--- config.mk ---
export PLATFORM = sky130hd
export DESIGN_NAME = pcie_pipe_lane_deskew
export DESIGN_NICKNAME = d
export VERILOG_FILES = /design/src/rtl/pcie_pipe_lane_deskew.sv
export SDC_FILE = /design/constraint.sdc
export NUM_CORES = 1
export LEC_CHECK = 0
export BUFFER_PORTS_ARGS = -buffer_cell sky130_fd_sc_hd__buf_4
export CAP_MARGIN = 20
export CORE_MARGIN = 3
export CORE_UTILIZATION = 40
export CTS_CLUSTER_DIAMETER = 200
export DETAILED_ROUTE_END_ITERATION = 7
export GPL_TIMING_DRIVEN = 0
export PLACE_DENSITY_LB_ADDON = 0.15
export SETUP_SLACK_MARGIN = 0.3
export SLEW_MARGIN = 0
export SYNTH_ARGS = -nofsm -noshare
export SYNTH_HDL_FRONTEND = slang
export SYNTH_SLANG_ARGS = --single-unit
export TNS_END_PERCENT = 10
--- constraint.sdc ---
create_clock -name clk_clk -period 6.05 [get_ports clk_clk]
set_input_delay 0.3025 -clock clk_clk [delete_from_list [all_inputs] [get_ports clk_clk]]
set_output_delay 0.3025 -clock clk_clk [all_outputs]
set_load 0.01 [all_outputs]
--- src/rtl/pcie_pipe_lane_deskew.sv ---
// Multi-lane PIPE receive deskew buffer.
// Each active lane feeds a small FIFO; a three-state FSM (IDLE/SEARCH/ALIGNED)
// lines the lanes up on a COM K-symbol and then emits lane-aligned columns.

// Per-lane FIFO: write visible at the head next cycle, flush has priority.
module pcie_pipe_lane_deskew_fifo #(
    parameter int DEPTH = 8
) (
    input  logic       clk_i,
    input  logic       rst_ni,
    input  logic       wr_i,
    input  logic [7:0] wdata_i,
    input  logic       wdatak_i,
    input  logic       pop_i,
    input  logic       flush_i,
    output logic [7:0] head_d_o,
    output logic       head_k_o,
    output logic       empty_o,
    output logic       full_o
);
    localparam int AW = $clog2(DEPTH);

    logic [8:0]  mem_q [DEPTH];
    logic [AW:0] wr_ptr_q, rd_ptr_q;
    logic        do_wr, do_pop;

    assign empty_o  = (wr_ptr_q == rd_ptr_q);
    assign full_o   = (wr_ptr_q[AW] != rd_ptr_q[AW]) &&
                      (wr_ptr_q[AW-1:0] == rd_ptr_q[AW-1:0]);
    // A pop frees the slot being written, so write+pop on a full FIFO is legal.
    assign do_wr    = wr_i && (!full_o || pop_i);
    assign do_pop   = pop_i && !empty_o;
    assign head_d_o = mem_q[rd_ptr_q[AW-1:0]][7:0];
    assign head_k_o = mem_q[rd_ptr_q[AW-1:0]][8];

    // Pointer update; flush empties the FIFO and drops any same-cycle write.
    always_ff @(posedge clk_i or negedge rst_ni) begin
        if (!rst_ni) begin
            wr_ptr_q <= '0;
            rd_ptr_q <= '0;
        end else if (flush_i) begin
            wr_ptr_q <= '0;
            rd_ptr_q <= '0;
        end else begin
            if (do_wr)  wr_ptr_q <= wr_ptr_q + 1'b1;
            if (do_pop) rd_ptr_q <= rd_ptr_q + 1'b1;
        end
    end

    // Storage array; contents beyond the pointers are don't-care.
    always_ff @(posedge clk_i) begin
        if (do_wr && !flush_i) mem_q[wr_ptr_q[AW-1:0]] <= {wdatak_i, wdata_i};
    end
endmodule

module pcie_pipe_lane_deskew #(
    parameter int         LANES    = 8,
    parameter int         DEPTH    = 8,
    parameter int         MAX_SKEW = 4,
    parameter logic [7:0] COM_SYM  = 8'hBC
) (
    input  logic               clk_clk,
    input  logic               reset_reset_n,
    input  logic               enable,
    input  logic [4:0]         lane_cnt,
    input  logic [LANES*8-1:0] rx_data,
    input  logic [LANES-1:0]   rx_datak,
    input  logic [LANES-1:0]   rx_valid,
    input  logic [LANES-1:0]   rx_elecidle,
    output logic [LANES*8-1:0] out_data,
    output logic [LANES-1:0]   out_datak,
    output logic               out_valid,
    output logic               aligned,
    output logic               deskew_err,
    output logic [7:0]         err_count,
    output logic               overflow
);
    localparam int SW = $clog2(DEPTH + 1);

    typedef enum logic [1:0] {ST_IDLE, ST_SEARCH, ST_ALIGNED} state_t;

    state_t               state_q, state_d;
    logic [4:0]           lane_cnt_q, lane_cnt_d, cnt_sel;
    logic [SW-1:0]        skew_q, skew_d;
    logic                 ovf_q, ovf_d;
    logic                 out_vld_q, out_vld_d;
    logic [LANES*8-1:0]   out_data_q, out_data_d;
    logic [LANES-1:0]     out_datak_q, out_datak_d;
    logic                 aligned_q, deskew_err_q;
    logic [7:0]           err_cnt_q, err_cnt_d;

    logic [LANES-1:0][7:0] head_d;
    logic [LANES-1:0]      head_k, empty, full;
    logic [LANES-1:0]      act, is_com, wr_vec, pop, flush;
    logic                  all_ne, all_com, some_com, any_eidle, ovf_ev, err_ev, load;

    genvar g;
    generate
        for (g = 0; g < LANES; g++) begin : g_lane
            pcie_pipe_lane_deskew_fifo #(.DEPTH(DEPTH)) u_fifo (
                .clk_i    (clk_clk),
                .rst_ni   (reset_reset_n),
                .wr_i     (wr_vec[g]),
                .wdata_i  (rx_data[g*8 +: 8]),
                .wdatak_i (rx_datak[g]),
                .pop_i    (pop[g]),
                .flush_i  (flush[g]),
                .head_d_o (head_d[g]),
                .head_k_o (head_k[g]),
                .empty_o  (empty[g]),
                .full_o   (full[g])
            );
        end
    endgenerate

    // Active-lane mask: live lane_cnt while IDLE, latched value otherwise.
    always_comb begin
        cnt_sel = (state_q == ST_IDLE) ? lane_cnt : lane_cnt_q;
        for (int i = 0; i < LANES; i++) begin
            act[i]    = (cnt_sel == 5'd0 || 32'(cnt_sel) > LANES) ? 1'b1 : (i < 32'(cnt_sel));
            is_com[i] = act[i] && !empty[i] && head_k[i] && (head_d[i] == COM_SYM);
        end
    end

    assign all_ne    = &(~empty | ~act);
    assign all_com   = &(is_com | ~act);
    assign some_com  = |is_com;
    assign any_eidle = |(rx_elecidle & act);
    assign wr_vec    = rx_valid & act & {LANES{state_q != ST_IDLE}};
    assign ovf_ev    = |(wr_vec & full & ~pop);

    // Pop selection: SEARCH discards non-COM heads, ALIGNED pops whole columns.
    always_comb begin
        pop = '0;
        if (state_q == ST_SEARCH)
            pop = all_com ? act : (act & ~empty & ~is_com);
        else if (state_q == ST_ALIGNED && all_ne)
            pop = act;
    end

    // Next-state logic, prioritised enable > elecidle > overflow > skew/misalign.
    always_comb begin
        state_d     = state_q;
        lane_cnt_d  = lane_cnt_q;
        skew_d      = skew_q;
        ovf_d       = ovf_q;
        flush       = ~act;
        err_ev      = 1'b0;
        load        = 1'b0;
        out_vld_d   = 1'b0;
        out_data_d  = out_data_q;
        out_datak_d = out_datak_q;
        if (!enable) begin
            state_d     = ST_IDLE;
            flush       = '1;
            ovf_d       = 1'b0;
            skew_d      = '0;
            out_data_d  = '0;
            out_datak_d = '0;
        end else if (state_q == ST_IDLE) begin
            flush       = '1;
            skew_d      = '0;
            out_data_d  = '0;
            out_datak_d = '0;
            if (!any_eidle) begin
                state_d    = ST_SEARCH;
                lane_cnt_d = lane_cnt;
            end
        end else if (any_eidle) begin
            state_d = ST_IDLE;
            flush   = '1;
            skew_d  = '0;
        end else if (ovf_ev) begin
            state_d = ST_SEARCH;
            flush   = '1;
            ovf_d   = 1'b1;
            skew_d  = '0;
            err_ev  = (state_q == ST_ALIGNED);
        end else if (state_q == ST_SEARCH) begin
            if (all_com) begin
                state_d = ST_ALIGNED;
                skew_d  = '0;
                load    = 1'b1;
            end else if (some_com) begin
                // Counter value MAX_SKEW-1 here means this is the MAX_SKEW-th partial cycle.
                if (skew_q == SW'(MAX_SKEW - 1)) begin
                    err_ev = 1'b1;
                    flush  = '1;
                    skew_d = '0;
                end else begin
                    skew_d = skew_q + 1'b1;
                end
            end else begin
                skew_d = '0;
            end
        end else if (all_ne) begin
            if (some_com && !all_com) begin
                err_ev  = 1'b1;
                flush   = '1;
                state_d = ST_SEARCH;
                skew_d  = '0;
            end else begin
                load = 1'b1;
            end
        end
        if (load) begin
            out_vld_d = 1'b1;
            for (int i = 0; i < LANES; i++) begin
                out_data_d[i*8 +: 8] = act[i] ? head_d[i] : 8'h00;
                out_datak_d[i]       = act[i] & head_k[i];
            end
        end
        err_cnt_d = err_cnt_q + 8'((err_ev && err_cnt_q != 8'hFF) ? 1 : 0);
    end

    // State and registered outputs.
    always_ff @(posedge clk_clk or negedge reset_reset_n) begin
        if (!reset_reset_n) begin
            state_q      <= ST_IDLE;
            lane_cnt_q   <= '0;
            skew_q       <= '0;
            ovf_q        <= 1'b0;
            out_vld_q    <= 1'b0;
            out_data_q   <= '0;
            out_datak_q  <= '0;
            aligned_q    <= 1'b0;
            deskew_err_q <= 1'b0;
            err_cnt_q    <= '0;
        end else begin
            state_q      <= state_d;
            lane_cnt_q   <= lane_cnt_d;
            skew_q       <= skew_d;
            ovf_q        <= ovf_d;
            out_vld_q    <= out_vld_d;
            out_data_q   <= out_data_d;
            out_datak_q  <= out_datak_d;
            aligned_q    <= (state_d == ST_ALIGNED);
            deskew_err_q <= err_ev;
            err_cnt_q    <= err_cnt_d;
        end
    end

    assign out_data   = out_data_q;
    assign out_datak  = out_datak_q;
    assign out_valid  = out_vld_q;
    assign aligned    = aligned_q;
    assign deskew_err = deskew_err_q;
    assign err_count  = err_cnt_q;
    assign overflow   = ovf_q;
endmodule

==> reports/qor.yml <==
sta:
  fin_ws_ns: 0.2664
  timing.hold.ws_ns: 0.05698
  report.final.slew_viol_count: 0
  fin_crit_sh_pct: 95.60
  fmax_ghz: 0.1729
  rsz0062_at_grt: "yes"
  final_hold_viol_count: 0
  maxSlewHeadroom_pct: 32.08
  max_slew.worst_pin.slew_ns: 1.009
  post-route-min-period_ns: 5.784
  skew_ns: 0.02767
  setup_viol: 0
  setup_tns_ns: 0
pwr:
  p_leak_nw: 13.73
  power_mw: 10.90
  power.density_nw_per_um2: 275.1
  peakVddDrop_mv: 0.2111
logic_synthesis:
  synthAdderAreaFrac_pct: 0.7510
  synth_nets: 2109
  synth_compound_area_share_pct: 2.273
  synth_cells: 1994
  yosys.area_share.simple_pct: 10.01
  ys.flop_type: "edfxtp_1"
  synth-xor-area-share_pct: 2.324
  synth_top_family_by_area: "multiplexers"
  netlist_area_um2: 31650
  synth_cell_type_count: 75
  yosysSeqAreaShare_pct: 67.21
  synth_edf_count: 576
  syn_avg_cell_area_um2: 15.87
  ys_ff_latch: 735
  async_flop_share_pct: 21.63
  yosys_warnings: 0
  muxShareOfSynthArea_pct: 15.37
layout:
  nFillCells: 6459
  seqCellArea_um2: 21280
  nNetsFinal: 2539
  area_growth_pct: 25.24
  final_cell_mix: "edfxtp_1 (576), buf_4 (245), nand2_1 (204)"
  fin_area_um2: 39640
  fin_util_pct: 50.84
  layout_commonest_cell: "edfxtp_1"
  fin_cells: 3534
  multiInputGateArea_um2: 10570
  drive_gt1_share_pct: 30.33
grt:
  grt_max_degree: 83
  grt_usage_pct: 20.25
  first_global_vias: 19950
  grt_pass1_wl_um: 124500
  antenna_found_initial: 9
  grt_overflow: 0
worst_setup_path:
  cp-end-kind: "flop"
  worstPathRequired_ns: 6.36
  cp.arrival_ns: 6.10
  startpoint_type: "flop"
  crit_path_max_fanout: 10
  path_class: "flop to flop"
placed_design:
  globalplace.congestion: 0.8810
  numPlacedInstances: 3277
  hpwl_um: 60110
  port_buffers: 179
  placed_area_um2: 35220
  place_ws_ns: -0.7983
clock_network:
  cts-root-buf: "clkbuf_16"
  cts_buffer_depth: 3
  insertion_delay_ns: 0.62
  numCtsBuffers: 79
  cts.reportedPaths.clkPinSlew_ns: 0.06
  h-tree-depth: 3
  cts_tree: "done"
  clkSinkCount: 735
route:
  ant_nets: 0
  viasPerCell: 5.409
  drt_wl_total_um: 83310
  drt_pass1_iterations: 7
  dr.first_iter.drc_count: 1451
  drcViolationCount: 0
  wl_per_cell_um: 23.57
  vias: 19110
die:
  ios: 180
  die-area_um2: 82550
  die_h_um: 287.3
  rows: 102
  initial_core_util_pct: 40.59
  dieWidth_um: 287.3
  core-area_um2: 77980
flow_run:
  max-cap-violations: 0
status:
  run_status: "finished clean"
min_path:
  hp-class: "primary input to flop"
timing repair:
action / CTS / global route
hold endpoints to repair: 663 / 0
setup endpoints to repair: 599 / 576
hold buffers: 79 / 0
buffers inserted: 15 / 10
resized for setup: 62 / 32
pin swaps: 16 / 7
cells by family (layout without fill, tap and decap cells):
group / Yosys count / after routing
adders and majority gates: 19 / 19
AOI/OAI and AO/OA: 98 / 98
DFF: 735 / 735
and+or+nand+nor: 592 / 592
buffers and inverters: 156 / 651
muxes: 310 / 310
other: 0 / 5
xor gates and xnor gates: 84 / 84
layout make-up:
class                   instances  share of cell area [%]
multi-input cells            1103                   26.66
inverters                      20                  0.1894
repair buffers                349                   7.515
clock inverters                44                   1.606
plain buffers                 136                   1.531
clock buffers                 102                   5.517
flip-flops and latches        735                   53.67
well taps                    1040                   3.282
diodes                          5                 0.03156
metal layers:
layer	GRT usage, %	vias up	wire length [um]
li1	-	8619	-
met4	6.517	6	2491
met3	3.592	132	4846
met5	0	-	41
met2	33.11	524	40280
met1	27.57	9833	35650
cell usage after synthesis, types with 11 or more instances:
cell type / count / share of area [%]
edfxtp_1: 576 / 55
xnor2_1: 56 / 1.5
dfrtp_1: 159 / 13
and4_1: 11 / 0.30
and2_1: 16 / 0.32
mux2i_1: 98 / 3.1
nand2b_1: 33 / 0.65
xor2_1: 28 / 0.77
nand3_1: 47 / 0.74
mux4_2: 133 / 9.5
clkbuf_1: 72 / 0.85
nand3b_1: 17 / 0.40
nand4_1: 12 / 0.24
nand2_1: 205 / 2.4
inv_1: 20 / 0.24
buf_2: 38 / 0.60
nor3_1: 72 / 1.1
ha_1: 19 / 0.75
buf_1: 23 / 0.27
o21ai_0: 13 / 0.21
nor4_1: 44 / 0.87
nor2_1: 46 / 0.55
mux2_2: 79 / 2.8
power breakdown:
group          internal, mW  total (mW)  switching (mW)
registers              5.45        5.46         0.00524
logic                0.0967       0.243           0.147
clock network          3.21        5.20            1.99
total                  8.76        10.9            2.15
registers in the layout, summed over array words and instances (netlist names), 2 cells and up:
register	cells
g_lane.u_fifo.wr_ptr_q	32
out_data	64
out_datak	8
state_q	2
lane_cnt_q	5
skew_q	4
g_lane.u_fifo.mem_q	576
err_count	8
g_lane.u_fifo.rd_ptr_q	32
worst paths after layout:
check | start | to | slack, ns | depth (start not counted)
worst min register to register | err_count[3]$_DFF_PN0_ | err_count[3]$_DFF_PN0_ | 0.49 | 1
worst max register to register | g_lane[5].u_fifo.rd_ptr_q[1]$_DFFE_PN0P_ | g_lane[2].u_fifo.mem_q[1][7]$_DFFE_PP_ | 0.27 | 16
worst max-delay path | g_lane[5].u_fifo.rd_ptr_q[1]$_DFFE_PN0P_ | g_lane[2].u_fifo.mem_q[1][7]$_DFFE_PP_ | 0.27 | 16
min in group asynchronous | reset_reset_n | out_datak[2]$_DFFE_PN0P_ | 0.24 | 2
max in group asynchronous | reset_reset_n | out_data[28]$_DFFE_PN0P_ | 4.85 | 3
worst min-delay path | rx_elecidle[3] | state_q[0]$_DFF_PN0_ | 0.06 | 4
critical path, stage by stage, from the launching register on:
cell	delay (ns)
dfrtp_1	0.35
clkbuf_4	0.29
clkbuf_4	0.29
mux4_2	0.52
mux2i_1	0.23
nand4_1	0.18
nor4b_2	0.39
nand3_1	0.25
a211o_1	0.41
or4b_4	0.57
a31o_2	0.27
a21o_1	0.21
nand3b_4	0.18
buf_6	0.15
buf_2	0.29
nor4_4	0.59
buf_4	0.29
No activity file was read; power rests on OpenSTA's default activity.
